### src/rtl/stream_rx_pkg.sv
// Shared types and default parameters for the stream receive buffer.
package stream_rx_pkg;

  typedef enum logic [1:0] {
    IDLE   = 2'd0,
    ACTIVE = 2'd1,
    DONE   = 2'd2
  } rx_state_t;

  localparam int DEF_WIDTH     = 8;
  localparam int DEF_DEPTH     = 16;
  localparam int DEF_FRAME_LEN = 4;

endpackage

### src/rtl/stream_rx_frame_tracker.sv
// Fixed-length frame delimiter: counts every valid beat (dropped or not) and
// pulses frame_done for one cycle after the FRAME_LEN-th beat.
module stream_rx_frame_tracker
  import stream_rx_pkg::*;
#(
  parameter int FRAME_LEN = DEF_FRAME_LEN
) (
  input  logic clk,
  input  logic rst,
  input  logic valid_in,
  output logic frame_done
);

  localparam int CW = $clog2(FRAME_LEN + 1);

  rx_state_t       state_q;
  logic [CW-1:0]   cnt_q;

  always_ff @(posedge clk) begin
    if (rst) begin
      state_q    <= IDLE;
      cnt_q      <= '0;
      frame_done <= 1'b0;
    end else begin
      frame_done <= 1'b0;
      case (state_q)
        // DONE behaves like IDLE except that it is the pulse cycle
        IDLE, DONE: begin
          if (valid_in) begin
            cnt_q <= CW'(1);
            if (FRAME_LEN == 1) begin
              state_q    <= DONE;
              frame_done <= 1'b1;
            end else begin
              state_q <= ACTIVE;
            end
          end else begin
            state_q <= IDLE;
            cnt_q   <= '0;
          end
        end
        ACTIVE: begin
          if (valid_in) begin
            if (cnt_q == CW'(FRAME_LEN - 1)) begin
              state_q    <= DONE;
              frame_done <= 1'b1;
              cnt_q      <= CW'(FRAME_LEN);
            end else begin
              cnt_q <= cnt_q + CW'(1);
            end
          end
        end
        default: begin
          state_q <= IDLE;
          cnt_q   <= '0;
        end
      endcase
    end
  end

endmodule

### src/rtl/stream_rx_buffer.sv
// Captures a no-backpressure valid-only stream into a DEPTH-entry FWFT buffer
// with ready/valid output. Define STREAM_RX_OVF_COUNT_EN for the ovf_count port.
module stream_rx_buffer
  import stream_rx_pkg::*;
#(
  parameter int               WIDTH         = DEF_WIDTH,
  parameter int               DEPTH         = DEF_DEPTH,
  parameter logic [WIDTH-1:0] INIT_VAL      = '0,
  parameter int               FRAME_LEN     = DEF_FRAME_LEN,
  parameter int               COUNTER_WIDTH = 8
) (
  input  logic                      clk,
  input  logic                      rst,
  input  logic [WIDTH-1:0]          data_in,
  input  logic                      valid_in,
  output logic [WIDTH-1:0]          data_out,
  output logic                      out_valid,
  input  logic                      out_ready,
  output logic [$clog2(DEPTH):0]    level,
  output logic                      frame_done,
  output logic                      overflow
`ifdef STREAM_RX_OVF_COUNT_EN
  , output logic [COUNTER_WIDTH-1:0] ovf_count
`endif
);

  localparam int PW = $clog2(DEPTH);
  localparam int LW = PW + 1;

  logic [WIDTH-1:0] mem_q [DEPTH];
  logic [PW-1:0]    wr_ptr_q, wr_ptr_d, rd_ptr_q, rd_ptr_d;
  logic [LW-1:0]    level_q, level_d;
  logic             overflow_q, overflow_d;
  logic             full, pop, push, drop;

  always_comb begin
    full       = (level_q == LW'(DEPTH));
    pop        = out_valid && out_ready;
    push       = valid_in && (!full || pop);
    drop       = valid_in && full && !pop;
    // power-of-two depth lets the pointers wrap by plain overflow
    wr_ptr_d   = wr_ptr_q + PW'(push);
    rd_ptr_d   = rd_ptr_q + PW'(pop);
    level_d    = level_q + LW'(push) - LW'(pop);
    overflow_d = overflow_q || drop;
  end

  always_ff @(posedge clk) begin
    if (rst) begin
      wr_ptr_q   <= '0;
      rd_ptr_q   <= '0;
      level_q    <= '0;
      overflow_q <= 1'b0;
    end else begin
      wr_ptr_q   <= wr_ptr_d;
      rd_ptr_q   <= rd_ptr_d;
      level_q    <= level_d;
      overflow_q <= overflow_d;
    end
  end

  always_ff @(posedge clk) begin
    if (!rst && push) mem_q[wr_ptr_q] <= data_in;
  end

  assign out_valid = (level_q != '0);
  assign data_out  = out_valid ? mem_q[rd_ptr_q] : INIT_VAL;
  assign level     = level_q;
  assign overflow  = overflow_q;

`ifdef STREAM_RX_OVF_COUNT_EN
  logic [COUNTER_WIDTH-1:0] ovf_cnt_q, ovf_cnt_d;

  always_comb begin
    ovf_cnt_d = ovf_cnt_q;
    if (drop && (ovf_cnt_q != '1)) ovf_cnt_d = ovf_cnt_q + COUNTER_WIDTH'(1);
  end

  always_ff @(posedge clk) begin
    if (rst) ovf_cnt_q <= '0;
    else     ovf_cnt_q <= ovf_cnt_d;
  end

  assign ovf_count = ovf_cnt_q;
`endif

  stream_rx_frame_tracker #(.FRAME_LEN(FRAME_LEN)) u_frame (
    .clk        (clk),
    .rst        (rst),
    .valid_in   (valid_in),
    .frame_done (frame_done)
  );

endmodule
### config.mk
export PLATFORM = sky130hd
export DESIGN_NAME = stream_rx_buffer
export DESIGN_NICKNAME = d
export VERILOG_FILES = /design/src/rtl/stream_rx_pkg.sv /design/src/rtl/stream_rx_frame_tracker.sv /design/src/rtl/stream_rx_buffer.sv
export SDC_FILE = /design/constraint.sdc
export NUM_CORES = 1
export LEC_CHECK = 0
export CAP_MARGIN = 10
export CORE_MARGIN = 2
export CORE_UTILIZATION = 50
export CTS_CLUSTER_DIAMETER = 100
export DETAILED_ROUTE_END_ITERATION = 10
export GPL_ROUTABILITY_DRIVEN = 0
export PLACE_DENSITY = 0.71
export SYNTH_ARGS = -nofsm -noshare
export SYNTH_HDL_FRONTEND = slang
export SYNTH_HIERARCHICAL = 1
export SYNTH_SLANG_ARGS = --single-unit
### constraint.sdc
create_clock -name clk -period 2.9 [get_ports clk]
set_clock_uncertainty 0.2 [all_clocks]
set_input_delay 0.725 -clock clk [delete_from_list [all_inputs] [get_ports clk]]
set_output_delay 0.725 -clock clk [all_outputs]
set_load 0.03 [all_outputs]
Word-level counts from Yosys, hierarchy flattened
Memory sizes are Yosys's and may differ from the RTL's. A register that Yosys moved wholly into a read port is not among the register bits.
Index checks and enable logic that the tools add are counted.
Widths: inputs -> output; s select.
{ "classes": {"n_eq_ne": 6, "muxes": 13, "addsub": 5, "bitwise_logic": 2, "reduce_logical": 15} }
{ "ops": {"columns": ["operator", "count"], "rows": [
  ["$add 4x1->4", 2],
  ["$mux 8", 1],
  ["$mux 3", 2],
  ["$pmux 3 s2", 1],
  ["$add 5x1->5", 1],
  ["$eq 5x5->1 const B", 1],
  ["$logic_and 1x1->1", 5],
  ["$mux 1", 5],
  ["$reduce_bool 5->1", 1],
  ["$sub 5x1->5", 1],
  ["$mux 2", 2],
  ["$mux 4", 1],
  ["$pmux 2 s2", 1],
  ["$add 3x1->3 const B", 1],
  ["$eq 3x2->1 const B", 1],
  ["$logic_not 1->1", 3],
  ["$reduce_or 3->1", 1],
  ["$eq 2x1->1 const B", 1],
  ["$eq 2x2->1 const B", 1],
  ["$logic_not 2->1", 1],
  ["$logic_or 1x1->1", 2],
  ["$ne 2x1->1 const B", 1],
  ["$ne 2x2->1 const B", 1],
  ["$not 1->1", 2],
  ["2 further kinds", 2]
]} }
{ "word_totals": {"elab_cells": 49, "mem_count": 1, "ramBits": 128, "output_inout_bits": 16, "regBits": 20} }
{ "memory_table": {"columns": ["memory", "words", "word_bits", "read_ports", "rd_ports_with_merged_regs", "write_ports", "line_no", "source"], "rows": [
  ["mem_q", 16, 8, 1, 1, 1, "stream_rx_buffer.sv:30", "logic [WIDTH-1:0] mem_q [DEPTH];"]
]} }

Longest topological paths before layout
{ "logic_depth": {"word_depth": 7, "depth_mapped": 14, "ltp_nobuf": 14} }

Hierarchy
Netlist, hierarchy kept.
{ "modules_own_cells": {"columns": ["module", "area_each_um2", "cells_per_inst", "instances"], "rows": [
  ["stream_rx_buffer", 5810.6, 301, 1],
  ["stream_rx_frame_tracker", 246.5, 25, 1]
]} }

Worst setup path before layout
No wires, ideal clock.
{ "synth_timing": {"kind": "register to register", "startpoint": "reg level_q[3] (netlist: level[3])", "endpoint": "reg level_q[4] (netlist: level[4])", "arrival_ns": 2.814, "path_buffers": 0, "setup_slack_ns": -0.245, "setup_ns": 0.131, "stages_incl_launch_ff": 15, "required_time_ns": 2.569, "path_cell_list": "dfxtp_1 inv_1 ha_1 or3b_1 nor2_1 nor2b_1 ha_1 inv_1 ha_1 inv_1 fa_1 nor2b_1 o21bai_1 a21oi_1 nor3b_1"} }
{ "synth_via": {"elab_chain_cells": 6, "word_cells_on_any_way": 8, "cone_classes": "2 x add/sub; 1 x eq/ne; 5 x reduce/logical"} }
{ "synth_lines": {"columns": ["item", "line_no", "source"], "rows": [
  ["from (decl)", "stream_rx_buffer.sv:32", "logic [LW-1:0] level_q, level_d;"],
  ["from (signal assigned)", "stream_rx_buffer.sv:57", "level_q <= level_d;"],
  ["$eq 5x5->1 or $reduce_bool 5->1 (tied branches)", "stream_rx_buffer.sv:37, stream_rx_buffer.sv:66", null],
  ["$logic_not 1->1 or $logic_and 1x1->1 (tied branches)", "stream_rx_buffer.sv:39, stream_rx_buffer.sv:38", null],
  ["$logic_or 1x1->1", "stream_rx_buffer.sv:39", "push = valid_in && (!full || pop);"],
  ["$logic_and 1x1->1", "stream_rx_buffer.sv:39", null],
  ["$add 5x1->5", "stream_rx_buffer.sv:44", "level_d = level_q + LW'(push) - LW'(pop);"],
  ["$sub 5x1->5 *", "stream_rx_buffer.sv:44", null]
]} }
Every way passes the cells marked *; elsewhere a longest branch is shown, timed or not.
A chain may end at the register's enable or synchronous reset.

==> impl_metrics.csv <==
group,metric,value,unit
run_status,outcome,"finished with violations",
run_status,failed_checks,"negative setup slack",
global_routing,grt_pass1_wl,18.46,mm
power_and_ir_drop,power,6615,µW
worst_setup_path,cp_common_cell,"a211oi_2",
floorplan,die_w,114.1,µm
job,maxCapViolCount,0,
cts,clk_path_buf_depth,2,
global_routing,first_global_vias,3315,
yosys,synthTopCellsByArea,"edfxtp_1 63%, mux4_1 8.7%, dfxtp_1 6.6%",
yosys,syn_avg_cell_area,18.58,µm²
floorplan,row_count,40,
place,pre_cts_ws,-0.3661,ns
floorplan,coreArea,11910,µm²
global_routing,antenna_found_initial,0,
finish,n_antenna_cell,0,
worst_setup_path,crit_path_top_delay_cell,"mux4_2",
hold_path,worstHoldEndpoint,"overflow",
finish,drive_gt1_share,35.95,%
yosys,ys_seq_area_share,70.07,%
worst_setup_path,critPathMaxFanout,6,
timing,grt_setup_unrepaired,"true",
yosys,synthXorXnorAreaFrac,0.8676,%
yosys,synth_top_cells_by_count,"128 x edfxtp_1, 25 x nor2_1, 20 x dfxtp_1, 20 x mux4_1",
worst_setup_path,worstPathRequired,1.98,ns
yosys,yosysMostFrequentCell,"edfxtp_1",
cts,hold_buffers,0,
route,firstDrtPassIters,4,
global_routing,grt_usage,19.53,%
worst_setup_path,path_cells,"buf_6 -> mux4_2 -> nor2b_4 -> a211oi_2 -> a211oi_2 -> buf_4",
worst_setup_path,cpPeakStageDelay,0.50,ns
timing,holdWs,0.2742,ns
yosys,synth_cell_types,41,
timing,worstMarginPinSlew,0.5749,ns
route,via_per_inst,5.617,
timing,setup_viol,8,
timing,max_freq,327.2,MHz
global_routing,overflow,0,
yosys,yosys.area_share.simple,5.970,%
timing,hold_viol,0,
cts,cts_num_sinks,148,
worst_setup_path,r2r_start,"level[3]",
timing,slew_headroom,61.55,%
worst_setup_path,cp-start-kind,"flop",
route,via_count,3185,
route,wl_per_cell,20.70,µm
yosys,ys_warn_count,6,
yosys,yosysTopAreaCellShare,63.46,%
floorplan,initial_core_util,50.85,%
worst_setup_path,worstSetupEndpointType,"primary output",
route,routed_wl,11.74,mm
power_and_ir_drop,power.leakage,0.002572,µW
power_and_ir_drop,powerDensity,875.6,nW/µm²
yosys,syn-num-nets,351,
hold_path,holdPathStages,2,
yosys,async_reset_ff_share,0,%
place,hpwlAfterDp,7.155,mm
place,place.port_buffers,27,
global_routing,grt_max_degree,19,
worst_setup_path,cp.arrival,2.13,ns
worst_setup_path,rrSetupSlack,0.05,ns
hold_path,worstHoldStart,"overflow",
hold_path,min_path_type,"flop to flop",
floorplan,die_h,114.1,µm
floorplan,dieArea,13010,µm²
yosys,synth_flop_cell,"edfxtp_1",
timing,fin_crit,3.056,ns
cts,cts_tree,"yes",
finish,fin_area,7555,µm²
yosys,synth_edf_count,128,
yosys,syn_area,6057,µm²
finish,layout.nets,432,
worst_setup_path,r2r_end,"level[4]",
timing,post-route-period-util,105.4,%
yosys,ys_ff_latch,148,
finish,syn_to_final_growth,24.73,%
cts,cts.reportedPaths.clkPinSlew,0.06,ns
place,dpl-instance-area,6755,µm²
yosys,synthAdderAreaFrac,2.809,%
floorplan,ios,28,
route,drtIter0Drc,284,
yosys,synthMuxAreaShare,14.63,%
timing,finalSetupTns,-1.041,ns
yosys,synth_top_cell_by_area,"edfxtp_1",
route,antenna_left,0,
power_and_ir_drop,max-vdd-ir-drop,0.7677,mV
route,drc_errors,0,
cts,cts_root_buffer,"clkbuf_16",
timing,finalMaxSlewViolations,0,
worst_setup_path,r2r.worst_path.cells,14,
cts,insertion_delay,0.41,ns
yosys,synthCells,326,
yosys,synth_compound_gate_area_share,3.078,%
cts,cts_made_buffers,17,
timing,worst_slack,-0.1559,ns
cts,htreeDepth,4,
yosys,synth_top_family_by_area,"multiplexers",
worst_setup_path,worstSetupPathType,"flop to primary output",
-- state kept, by name, summed over array words and instances (netlist names) --
register,flops
level,5
mem_q,128
u_frame/frame_done,1
u_frame/cnt_q,3
u_frame/state_q,2
overflow,1
wr_ptr_q,4
rd_ptr_q,4
-- worst max-delay path: cells and delay by family (launching register included) --
kind	cells	cell delay, ns
AND/OR/NAND/NOR	1	0.14
multiplexers	1	0.50
AO/OA/AOI/OAI	2	0.33
flip-flops	1	0.42
buffers and inverters	2	0.33
-- cells by family after synthesis --
kind of cell	count (synthesis)
buffers and inverters	26
muxes	41
DFF	148
and+or+nand+nor	66
AOI/OAI and AO/OA	26
adders and majority gates	13
xor gates and xnor gates	6
-- where the power goes --
part           switching (µW)  leakage (µW)  internal [µW]
Combinational            1000      0.000984           1050
Clock                     830      0.000271           1260
Sequential               74.4       0.00132           2400
-- cells in the final DEF, fill, tap and decap left out, types with 2 or more instances in the layout --
cell type / netlist / routed
mux2i_2: 0 / 4
clkbuf_1: 4 / 2
nor2b_4: 0 / 4
bufinv_16: 0 / 2
nor4_1: 4 / 2
nand2b_1: 5 / 4
ha_4: 0 / 3
nand3_1: 3 / 3
dfxtp_2: 0 / 2
a21oi_1: 5 / 4
buf_12: 2 / 5
clkbuf_16: 0 / 18
nor4_2: 0 / 2
mux4_2: 12 / 23
clkdlybuf4s50_1: 0 / 18
buf_4: 3 / 48
buf_6: 1 / 3
inv_1: 10 / 6
nor2_1: 25 / 24
xnor2_1: 3 / 3
a211oi_2: 1 / 10
mux4_1: 20 / 9
clkinvlp_4: 0 / 2
edfxtp_1: 128 / 128
nor2b_2: 0 / 2
nand2_1: 3 / 3
nor2b_1: 16 / 10
mux2i_1: 9 / 5
inv_6: 0 / 3
ha_1: 12 / 9
clkinv_2: 0 / 2
inv_2: 1 / 5
a211oi_1: 16 / 7
clkinv_1: 0 / 3
xor2_1: 3 / 3
dfxtp_1: 20 / 17
-- metrics by stage --
step | utilization, % | instances
2_1_floorplan | - | 326
3_3_place_gp | 56.71 | 525
3_5_place_dp | 56.71 | 525
4_1_cts | 62.54 | 562
5_1_grt | 63.42 | 567
6_report | 63.42 | 567
-- routing by layer --
layer | vias up | track usage, % | wire, µm
met1 | 1623 | 25.55 | 4857
met3 | 10 | 5.664 | 650
met4 | 0 | 5.366 | 106
met5 | - | 0 | 0
li1 | 1457 | - | -
met2 | 95 | 32.34 | 6125
-- repair_timing --
item	4_1_cts	5_1_grt
endpoints found under the hold margin	0	0
resized for setup	74	28
pin swaps	12	13
buffers inserted	4	5
cloned	1	1
setup endpoints to repair	10	10
-- worst max path at each step --
stage | from | endpoint | cells past startpoint
final | rd_ptr_q[0] | data_out[4] | 6
after global routing | rd_ptr_q[0] | data_out[4] | 6
after CTS | rd_ptr_q[0] | data_out[7] | 6
after detailed placement | out_ready | level[4] | 13
after global placement | out_ready | level[4] | 13
after floorplan | level[2] | level[4] | 14
-- layout make-up --
cell class,count,area (µm²)
inverters,11,41.29
repair buffers,77,719.4
multi-input cells,152,1795
clock buffers,19,432.9
well taps,147,183.9
flip-flops and latches,148,4250
fillers,861,4357
clock inverters,13,131.4
Note: power is estimated with default switching activity, not from simulation.
